File: src/rtl/axi_ax_rr_arbiter.sv
// -----------------------------------------------------------------------------
// axi_ax_rr_arbiter
//
// N-to-1 arbiter for an AXI address channel (AW or AR) that also carries the
// IOMMU stream-ID / substream-valid sideband. Selection is round-robin
// (PRIO_MODE=0) or fixed priority, lowest index first (PRIO_MODE=1). Once a
// beat is presented downstream and stalled, the grant is locked to that
// requester until the beat is accepted, so a presented beat is never
// switched or dropped.
//
// Optional feature (compile-time macro AXI_ARB_STARVE_CNT_EN):
//   Each requester has a saturating wait counter. When the arbiter is not
//   locked and a valid requester has waited STARVE_LIMIT cycles, the lowest
//   such index wins regardless of mode, and starve_o is raised. With the
//   macro undefined the counters are absent and starve_o is tied low.
//
// Ports:
//   clk_i          clock
//   rst_ni         asynchronous active-low reset
//   in_valid_i     per-requester Ax valid          [NUM_REQ]
//   in_ready_o     per-requester Ax ready          [NUM_REQ]
//   in_payload_i   packed payloads, slice i = req i [NUM_REQ*PAYLOAD_WIDTH]
//   in_sid_i       packed stream IDs               [NUM_REQ*SID_WIDTH]
//   in_ssidv_i     per-requester substream valid   [NUM_REQ]
//   out_valid_o    downstream Ax valid
//   out_ready_i    downstream Ax ready
//   out_payload_o  selected payload (0 when nothing is presented)
//   out_sid_o      selected stream ID (0 when nothing is presented)
//   out_ssidv_o    selected substream valid (0 when nothing is presented)
//   out_sel_o      index of the granted requester (holds last when idle)
//   starve_o       starvation override active this cycle
// -----------------------------------------------------------------------------

// Protocol checker: a requester may not drop valid while its beat is locked,
// and at most one requester is ever readied.
module axi_ax_rr_arbiter_chk #(
    parameter int NUM_REQ = 4,
    parameter int SEL_W   = 2
) (
    input logic               clk_i,
    input logic               rst_ni,
    input logic               lock_q,
    input logic [SEL_W-1:0]   lock_idx_q,
    input logic [NUM_REQ-1:0] in_valid_i,
    input logic [NUM_REQ-1:0] in_ready_o
);

    a_locked_valid_held : assert property (
        @(posedge clk_i) disable iff (!rst_ni) lock_q |-> in_valid_i[lock_idx_q]
    );

    a_ready_onehot : assert property (
        @(posedge clk_i) disable iff (!rst_ni) $onehot0(in_ready_o)
    );

endmodule

module axi_ax_rr_arbiter #(
    parameter int NUM_REQ       = 4,
    parameter int PAYLOAD_WIDTH = 64,
    parameter int SID_WIDTH     = 24,
    parameter int PRIO_MODE     = 0,
    parameter int STARVE_LIMIT  = 15
) (
    input  logic                               clk_i,
    input  logic                               rst_ni,
    input  logic [NUM_REQ-1:0]                 in_valid_i,
    output logic [NUM_REQ-1:0]                 in_ready_o,
    input  logic [NUM_REQ*PAYLOAD_WIDTH-1:0]   in_payload_i,
    input  logic [NUM_REQ*SID_WIDTH-1:0]       in_sid_i,
    input  logic [NUM_REQ-1:0]                 in_ssidv_i,
    output logic                               out_valid_o,
    input  logic                               out_ready_i,
    output logic [PAYLOAD_WIDTH-1:0]           out_payload_o,
    output logic [SID_WIDTH-1:0]               out_sid_o,
    output logic                               out_ssidv_o,
    output logic [$clog2(NUM_REQ)-1:0]         out_sel_o,
    output logic                               starve_o
);

    localparam int SEL_W = $clog2(NUM_REQ);

    // Architectural state.
    logic [SEL_W-1:0]   rr_ptr_q;
    logic               lock_q;
    // Also remembers the last presented index so out_sel_o holds when idle.
    logic [SEL_W-1:0]   lock_idx_q;

    logic [SEL_W-1:0]   mode_idx_s;
    logic [SEL_W-1:0]   grant_s;
    logic               any_valid_s;
    logic               out_valid_s;
    logic               handshake_s;
    logic [NUM_REQ-1:0] in_ready_s;
    logic               starve_s;
    logic [SEL_W-1:0]   starve_idx_s;

    // Index reached k steps after ptr, wrapping modulo NUM_REQ.
    function automatic logic [SEL_W-1:0] rr_index(input logic [SEL_W-1:0] ptr, input int k);
        int sum;
        sum = int'(ptr) + k;
        sum = (sum >= NUM_REQ) ? (sum - NUM_REQ) : sum;
        return SEL_W'(sum);
    endfunction

    // Next index after a granted one, NUM_REQ-1 wraps to 0.
    function automatic logic [SEL_W-1:0] next_index(input logic [SEL_W-1:0] idx);
        return (int'(idx) == NUM_REQ - 1) ? {SEL_W{1'b0}} : (idx + SEL_W'(1));
    endfunction

    assign any_valid_s = |in_valid_i;

    // Mode-based candidate: descending scans so the best match is written last.
    always_comb begin
        mode_idx_s = lock_idx_q;
        if (PRIO_MODE != 0) begin
            for (int i = NUM_REQ - 1; i >= 0; i--) begin
                mode_idx_s = in_valid_i[i] ? SEL_W'(i) : mode_idx_s;
            end
        end else begin
            for (int k = NUM_REQ - 1; k >= 0; k--) begin
                mode_idx_s = in_valid_i[rr_index(rr_ptr_q, k)] ? rr_index(rr_ptr_q, k) : mode_idx_s;
            end
        end
    end

`ifdef AXI_ARB_STARVE_CNT_EN
    localparam int CNT_W = $clog2(STARVE_LIMIT + 1);

    logic [CNT_W-1:0]   wait_cnt_q [NUM_REQ];
    logic [NUM_REQ-1:0] starve_hit_s;

    // Only a requester that is still valid can claim the override.
    always_comb begin
        starve_idx_s = {SEL_W{1'b0}};
        for (int i = 0; i < NUM_REQ; i++) begin
            starve_hit_s[i] = in_valid_i[i] & (wait_cnt_q[i] == CNT_W'(STARVE_LIMIT));
        end
        for (int i = NUM_REQ - 1; i >= 0; i--) begin
            starve_idx_s = starve_hit_s[i] ? SEL_W'(i) : starve_idx_s;
        end
        starve_s = ~lock_q & (|starve_hit_s);
    end

    for (genvar g = 0; g < NUM_REQ; g++) begin : g_wait_cnt
        // Saturating wait counter; cleared when idle or when served.
        always_ff @(posedge clk_i or negedge rst_ni) begin
            if (!rst_ni) begin
                wait_cnt_q[g] <= {CNT_W{1'b0}};
            end else if (!in_valid_i[g] || in_ready_s[g]) begin
                wait_cnt_q[g] <= {CNT_W{1'b0}};
            end else if (wait_cnt_q[g] != CNT_W'(STARVE_LIMIT)) begin
                wait_cnt_q[g] <= wait_cnt_q[g] + CNT_W'(1);
            end else begin
                wait_cnt_q[g] <= wait_cnt_q[g];
            end
        end
    end
`else
    assign starve_s     = 1'b0;
    assign starve_idx_s = {SEL_W{1'b0}};
`endif

    // Final grant: lock beats starvation, starvation beats the mode choice.
    always_comb begin
        if (lock_q) begin
            grant_s = lock_idx_q;
        end else if (starve_s) begin
            grant_s = starve_idx_s;
        end else if (any_valid_s) begin
            grant_s = mode_idx_s;
        end else begin
            grant_s = lock_idx_q;
        end
    end

    assign out_valid_s = in_valid_i[grant_s];
    assign handshake_s = out_valid_s & out_ready_i;

    // Ready reaches only the granted requester, and only when it is presenting.
    always_comb begin
        if (handshake_s) begin
            in_ready_s = {{(NUM_REQ-1){1'b0}}, 1'b1} << grant_s;
        end else begin
            in_ready_s = {NUM_REQ{1'b0}};
        end
    end

    // Output mux; sideband is zeroed whenever no beat is presented.
    always_comb begin
        if (out_valid_s) begin
            out_payload_o = in_payload_i[int'(grant_s)*PAYLOAD_WIDTH +: PAYLOAD_WIDTH];
            out_sid_o     = in_sid_i[int'(grant_s)*SID_WIDTH +: SID_WIDTH];
            out_ssidv_o   = in_ssidv_i[grant_s];
        end else begin
            out_payload_o = {PAYLOAD_WIDTH{1'b0}};
            out_sid_o     = {SID_WIDTH{1'b0}};
            out_ssidv_o   = 1'b0;
        end
    end

    assign out_valid_o = out_valid_s;
    assign in_ready_o  = in_ready_s;
    assign out_sel_o   = grant_s;
    assign starve_o    = starve_s;

    // Lock / pointer update: stall locks, handshake unlocks and advances RR.
    always_ff @(posedge clk_i or negedge rst_ni) begin
        if (!rst_ni) begin
            rr_ptr_q   <= {SEL_W{1'b0}};
            lock_q     <= 1'b0;
            lock_idx_q <= {SEL_W{1'b0}};
        end else if (handshake_s) begin
            lock_q     <= 1'b0;
            lock_idx_q <= grant_s;
            rr_ptr_q   <= (PRIO_MODE == 0) ? next_index(grant_s) : rr_ptr_q;
        end else if (out_valid_s) begin
            lock_q     <= 1'b1;
            lock_idx_q <= grant_s;
            rr_ptr_q   <= rr_ptr_q;
        end else begin
            lock_q     <= lock_q;
            lock_idx_q <= lock_idx_q;
            rr_ptr_q   <= rr_ptr_q;
        end
    end

`ifndef SYNTHESIS
    axi_ax_rr_arbiter_chk #(
        .NUM_REQ (NUM_REQ),
        .SEL_W   (SEL_W)
    ) u_chk (
        .clk_i      (clk_i),
        .rst_ni     (rst_ni),
        .lock_q     (lock_q),
        .lock_idx_q (lock_idx_q),
        .in_valid_i (in_valid_i),
        .in_ready_o (in_ready_s)
    );
`endif

endmodule
File: config.mk
export PLATFORM = sky130hd
export DESIGN_NAME = axi_ax_rr_arbiter
export DESIGN_NICKNAME = d
export VERILOG_FILES = /design/src/rtl/axi_ax_rr_arbiter.sv
export SDC_FILE = /design/constraint.sdc
export NUM_CORES = 1
export LEC_CHECK = 0
export CORE_AREA = 2 2 181 183
export CTS_CLUSTER_DIAMETER = 100
export DETAILED_ROUTE_END_ITERATION = 7
export DIE_AREA = 0 0 183 185
export HOLD_SLACK_MARGIN = 0.08
export PLACE_DENSITY_LB_ADDON = 0.15
export SLEW_MARGIN = 20
export SYNTH_ARGS = -nofsm -noshare
export SYNTH_HDL_FRONTEND = slang
export SYNTH_HIERARCHICAL = 1
export SYNTH_SLANG_ARGS = --single-unit
File: constraint.sdc
create_clock -name clk_i -period 4.9 [get_ports clk_i]
set_clock_uncertainty 0.15 [all_clocks]
set_input_delay 1.47 -clock clk_i [delete_from_list [all_inputs] [get_ports clk_i]]
set_output_delay 1.47 -clock clk_i [all_outputs]
set_load 0.01 [all_outputs]
-- After elaboration in Yosys (flattened, before gate mapping)
Index checks and enable logic that the tools add are counted.
- register bits after elaboration: 5
- input bits: 363
- word-level logic and storage cells: 59
- add/sub/neg operators: 8
- $mul: 1
- $lt $le $gt $ge: 9
- equality and inequality tests: 1
- shifts and indexed selects: 3
- multiplexer cells: 31
- bitwise operators: 1
- reduce and logical (&&, ||, !) cells: 2
- operators by type and width (cell ; count):
    256-bit by 9-bit variable part select with 64-bit output ; 1
    96-bit by 8-bit variable part select with 24-bit output ; 1
    64-bit 2-to-1 mux ; 1
    2-bit 2-to-1 mux ; 13
    24-bit 2-to-1 mux ; 1
    2-bit by 3-bit less-than comparator with 1-bit output (second input constant) ; 5
    1-bit binary-select mux with 2-bit select ; 6
    3-bit >= comparator (second input constant) ; 3
    1-bit 2-to-1 mux ; 9
    2-bit by 1-bit subtractor with 2-bit output (second input constant) ; 4
    2-bit by 2-bit adder with 3-bit output (second input constant) ; 2
    2-bit by 2-bit multiplier with 4-bit output (second input constant) ; 1
    4-bit 2-to-1 mux ; 1
    4-bit OR reduction ; 1
    1-bit by 2-bit << shifter with 4-bit output (first input constant) ; 1
    2-bit by 1-bit adder with 3-bit output (second input constant) ; 1
    2-bit by 3-bit >= comparator with 1-bit output (second input constant) ; 1
    2-bit by 1-bit adder with 2-bit output (second input constant) ; 1
    2-bit by 1-bit == test with 1-bit output (second input constant) ; 1
    2-bit nonzero test ; 1
    1-bit AND ; 1

-- Longest topological paths before layout
- depth after elaboration: 15
- mapped depth: 11
- gate-level depth less buffers: 7

-- Least setup slack after synthesis
OpenSTA, ideal clock, no wires.
- path type: input -> output
- from: input in_valid_i[3]
- to: output out_payload_o[0]
- arrival: 3196 ps
- data required time: 3280 ps
- setup slack: 84 ps
- stages on the path: 9
- buffers on the path: 3
- cells stage by stage: buf_2 -> nor2_1 -> a21oi_1 -> o22ai_1 -> o31ai_2 -> nand2_1 -> buf_2 -> buf_2 -> o22ai_2
- word-level cells in the longest chain between the ends: 11
- elaborated cells between the ends (all ways): 19
- those cells by class: 1 x shift; 17 x mux; 1 x reduce/logical
- RTL lines (what ; line ; source):
    start, declared ; 67 ; input logic [NUM_REQ-1:0] in_valid_i,
    1-bit binary-select mux with 2-bit select ; 122 ; mode_idx_s = in_valid_i[rr_index(rr_ptr_q, k)] ? rr_index(rr_ptr_q, k) : mode_idx_s;
    1-bit 2-to-1 mux (implied by the code) ; 122 ;
    2-bit 2-to-1 mux (4 in series) ; 122 ;
    2-bit 2-to-1 mux * ; 170 ; end else if (any_valid_s) begin
    2-bit 2-to-1 mux * ; 166 ; if (lock_q) begin
    named net out_sel_o[0] ; 77 ; output logic [$clog2(NUM_REQ)-1:0] out_sel_o,
    parallel branches: the longest is 2 deep, another holds 256-bit by 9-bit variable part select with 64-bit output ; n/a ;
    64-bit 2-to-1 mux * ; 191 ; if (out_valid_s) begin
    end, declared ; 74 ; output logic [PAYLOAD_WIDTH-1:0] out_payload_o,
Mark *: on every way through the listed nets, which the timed path passes. The select of a mux whose other input is x is not followed.

-- Worst setup path in the final report
- from: input in_valid_i[3]
- to: output out_sid_o[23]
- word-level cells in the longest chain between the ends: 11
- elaborated cells between the ends (all ways): 20
- those cells by class: 1 x mul; 1 x shift; 17 x mux; 1 x reduce/logical
- RTL lines (what ; line ; source):
    1-bit binary-select mux with 2-bit select ; 122 ;
    1-bit 2-to-1 mux (implied by the code) ; 122 ;
    2-bit 2-to-1 mux (4 in series) ; 122 ;
    2-bit 2-to-1 mux ; 170 ;
    2-bit 2-to-1 mux ; 166 ;
    2-bit by 2-bit multiplier with 4-bit output or 1-bit binary-select mux with 2-bit select (tied branches) ; 193, 177 ;
    96-bit by 8-bit variable part select with 24-bit output or 1-bit 2-to-1 mux (tied branches) ; 193, 177 ;
    24-bit 2-to-1 mux * ; 191 ;
    end, declared ; 75 ; output logic [SID_WIDTH-1:0] out_sid_o,
Every way passes the cells marked *; elsewhere a longest branch is shown, timed or not. The select of a mux whose other input is x is not followed.

==> flow_summary.yaml <==
cells_and_area:
  final_cell_mix: "359 x clkdlybuf4s50_1, 88 x mux2i_1, 84 x o22ai_2"
  nNetsFinal: 1276
  final_area_um2: 10800
  antennaDiodeCount: 0
  nFillCells: 3284
  drive_gt1_share_pct: 46.5
  final_common_cell: "clkdlybuf4s50_1"
  layout.area.seq_um2: 125
  multi_input_area_um2: 4160
  area_growth_pct: 191
sta:
  period_share_pct: 102
  worst_pin_slew_ns: 0.531
  slew_headroom_pct: 64.5
  rsz0062_at_grt: "true"
  clock.fmax_mhz: 200
  setup_ws_ns: -0.0952
  hold_violations: 0
  setup_violations: 28
  min_period_ns: 5.00
  holdWs_ns: 0.391
  slew_viol_final: 0
drt:
  drcViolationCount: 0
  vias: 5335
  routed_via_density: 4.05
  detail-route-antenna-nets: 0
  routedWlPerCell_um: 19.5
  drtIter0Drc: 77
  routed_wirelength_um: 25700
  dr.pass1.iters: 4
grt:
  grt_max_degree: 20
  grt_pass1_vias: 5715
  grt-ovfl-total: 0
  antenna_found_initial: 0
  grt_use_total_pct: 13.4
  grt_pass1_wl_um: 34700
die:
  dieWidth_um: 183
  die_h_um: 185
  start_util_pct: 11.6
  placementRows: 66
  core_um2: 32000
  ios: 460
  die_area_um2: 33900
clocking:
  root_buffer: "clkbuf_16"
  h-tree-depth: 1
  clock_latency_ns: 0.23
  clockBufferDepth: 2
  cts_buffers: 3
  clkTransAtPathRegs_ns: 0.03
  cts_tree: "done"
  clock_sinks: 5
  cts_hold_buf: 0
setup_path:
  r2r_cells: 11
  start_kind: "input pin"
  r2r-start: "lock_q"
  end_kind: "output pin"
  r2r_setup_slack_ns: 1.87
  cp_data_arrival_time_ns: 3.38
  cp.required_ns: 3.28
  path_class: "input pin to output pin"
  rr_endpoint: "rr_ptr_q[1]"
  cp_max_fo: 5
synthesis:
  synthCells: 373
  yosysWarnings: 6
  yosysUniqueCellTypes: 32
  synth_seq_area_share_pct: 3.36
  synth_area_um2: 3720
  ys_ff_latch: 5
  post_synth.cell_area_avg_um2: 9.97
  syn_nets: 740
place:
  gp_congestion: 0.732
  dp_hpwl_um: 19300
  port-buffer-count: 458
  place_area_um2: 9180
hold_path:
  hold_path_depth: 2
  hp-start: "lock_idx_q[0]"
  min_path_type: "flip-flop to flip-flop"
  worst_hold_path.endpoint: "lock_idx_q[0]"
power:
  finalPower_w: 0.00763
  power_density_nw_per_um2: 706
  vdd_ir_drop_max_mv: 0.277
  p_leak_nw: 4.34
flow_run:
  cap_viol_max_count: 0
run_status:
  status: "finished, violations left"
  violations: "negative setup slack"
==> cells by family (layout without fill, tap and decap cells) <==
family	count (synthesis)	after routing	synth area share, %
other cells	1	1	0.101
buf+inv	48	582	8.28
compound gates	111	112	34.7
mux	181	181	48.8
flops	5	5	3.36
simple gates	23	23	3.43
fa+ha+maj	4	4	1.35
==> cells in the mapped netlist, drive strengths merged <==
cell type,number,share of area (%)
o22ai,90,30
and2,4,0.67
a31o,1,0.47
ha,4,1.3
o211ai,2,0.40
and4,1,0.24
o41ai,1,0.44
buf,43,7.8
nor2,6,0.61
a21oi,5,0.98
a211oi,1,0.34
a21boi,1,0.20
nand2b,1,0.37
o31ai,3,0.74
dfrtp,5,3.4
nor3,1,0.13
a31oi,2,0.34
mux2,2,0.61
mux2i,179,48
o21ai,5,0.67
or3b,1,0.30
nand2,6,0.61
conb,1,0.10
inv,5,0.50
nor2b,3,0.50
==> layout make-up <==
type	count	share of cell area [%]
Sequential cell	5	1.16
Inverter	5	0.174
Timing Repair Buffer	573	54.7
Clock buffer	4	0.729
Tap cell	408	4.72
Multi-Input combinational cell	321	38.5
==> metal layers <==
layer / vias up / global-route usage [%] / wire length (um)
li1: 2579 / - / -
met1: 2457 / 14.8 / 9460
met2: 286 / 27.0 / 14000
met3: 13 / 2.91 / 2070
met4: 0 / 1.18 / 175
met5: - / 0 / 0
==> registers in the layout (all words and copies together) (netlist names) <==
register	flops
rr_ptr_q	2
lock_q	1
lock_idx_q	2
==> power breakdown <==
group	switching, W	internal, W
Sequential	0.0000399	0.0000619
Combinational	0.00318	0.00421
Clock	0.0000252	0.000108
Total	0.00325	0.00438
==> critical path, stage by stage <==
cell and delay (ns):
buf_8 0.10, buf_6 0.12, and4_4 0.19, nor3_4 0.19
buf_6 0.14, o21ai_4 0.06, buf_6 0.12, buf_4 0.13
buf_8 0.13, buf_16 0.14, mux2i_1 0.12, buf_4 0.16
o22ai_4 0.16, buf_6 0.14
==> how the worst max path moves through the flow <==
stage | from | to | slack (ns) | cells after the start
global placement | in_valid_i[2] | out_sid_o[23] | -0.99 | 11
detailed placement | in_valid_i[2] | out_sid_o[23] | -0.96 | 11
floorplan | in_valid_i[3] | out_payload_o[0] | 0.08 | 9
global route | in_valid_i[3] | out_sid_o[0] | -0.17 | 13
CTS | in_valid_i[3] | out_payload_o[17] | -0.11 | 14
finish | in_valid_i[3] | out_sid_o[23] | -0.1 | 14
==> timing repair <==
action                                  in CTS  in global routing
cloned                                      12                  4
pin swaps                                   27                 26
setup buffers                               37                 11
hold endpoints to repair                     0                  0
resized for setup                          523                141
endpoints found under the setup margin      96                 95
==> metrics by stage <==
| step | TNS (ns) | utilization [%] | worst slack [ns] | instances |
|---|---|---|---|---|
| after floorplan | 0 | - | 0.0837 | 373 |
| after global placement | -78.26 | 28.6 | -0.988 | 1257 |
| after detailed placement | -77.48 | 28.6 | -0.962 | 1257 |
| after CTS | -1.50 | 31.6 | -0.115 | 1307 |
| after global routing | -4.31 | 33.7 | -0.168 | 1316 |
| final | -1.27 | 33.7 | -0.0952 | 1316 |
No activity file was read; power rests on OpenSTA's default activity.
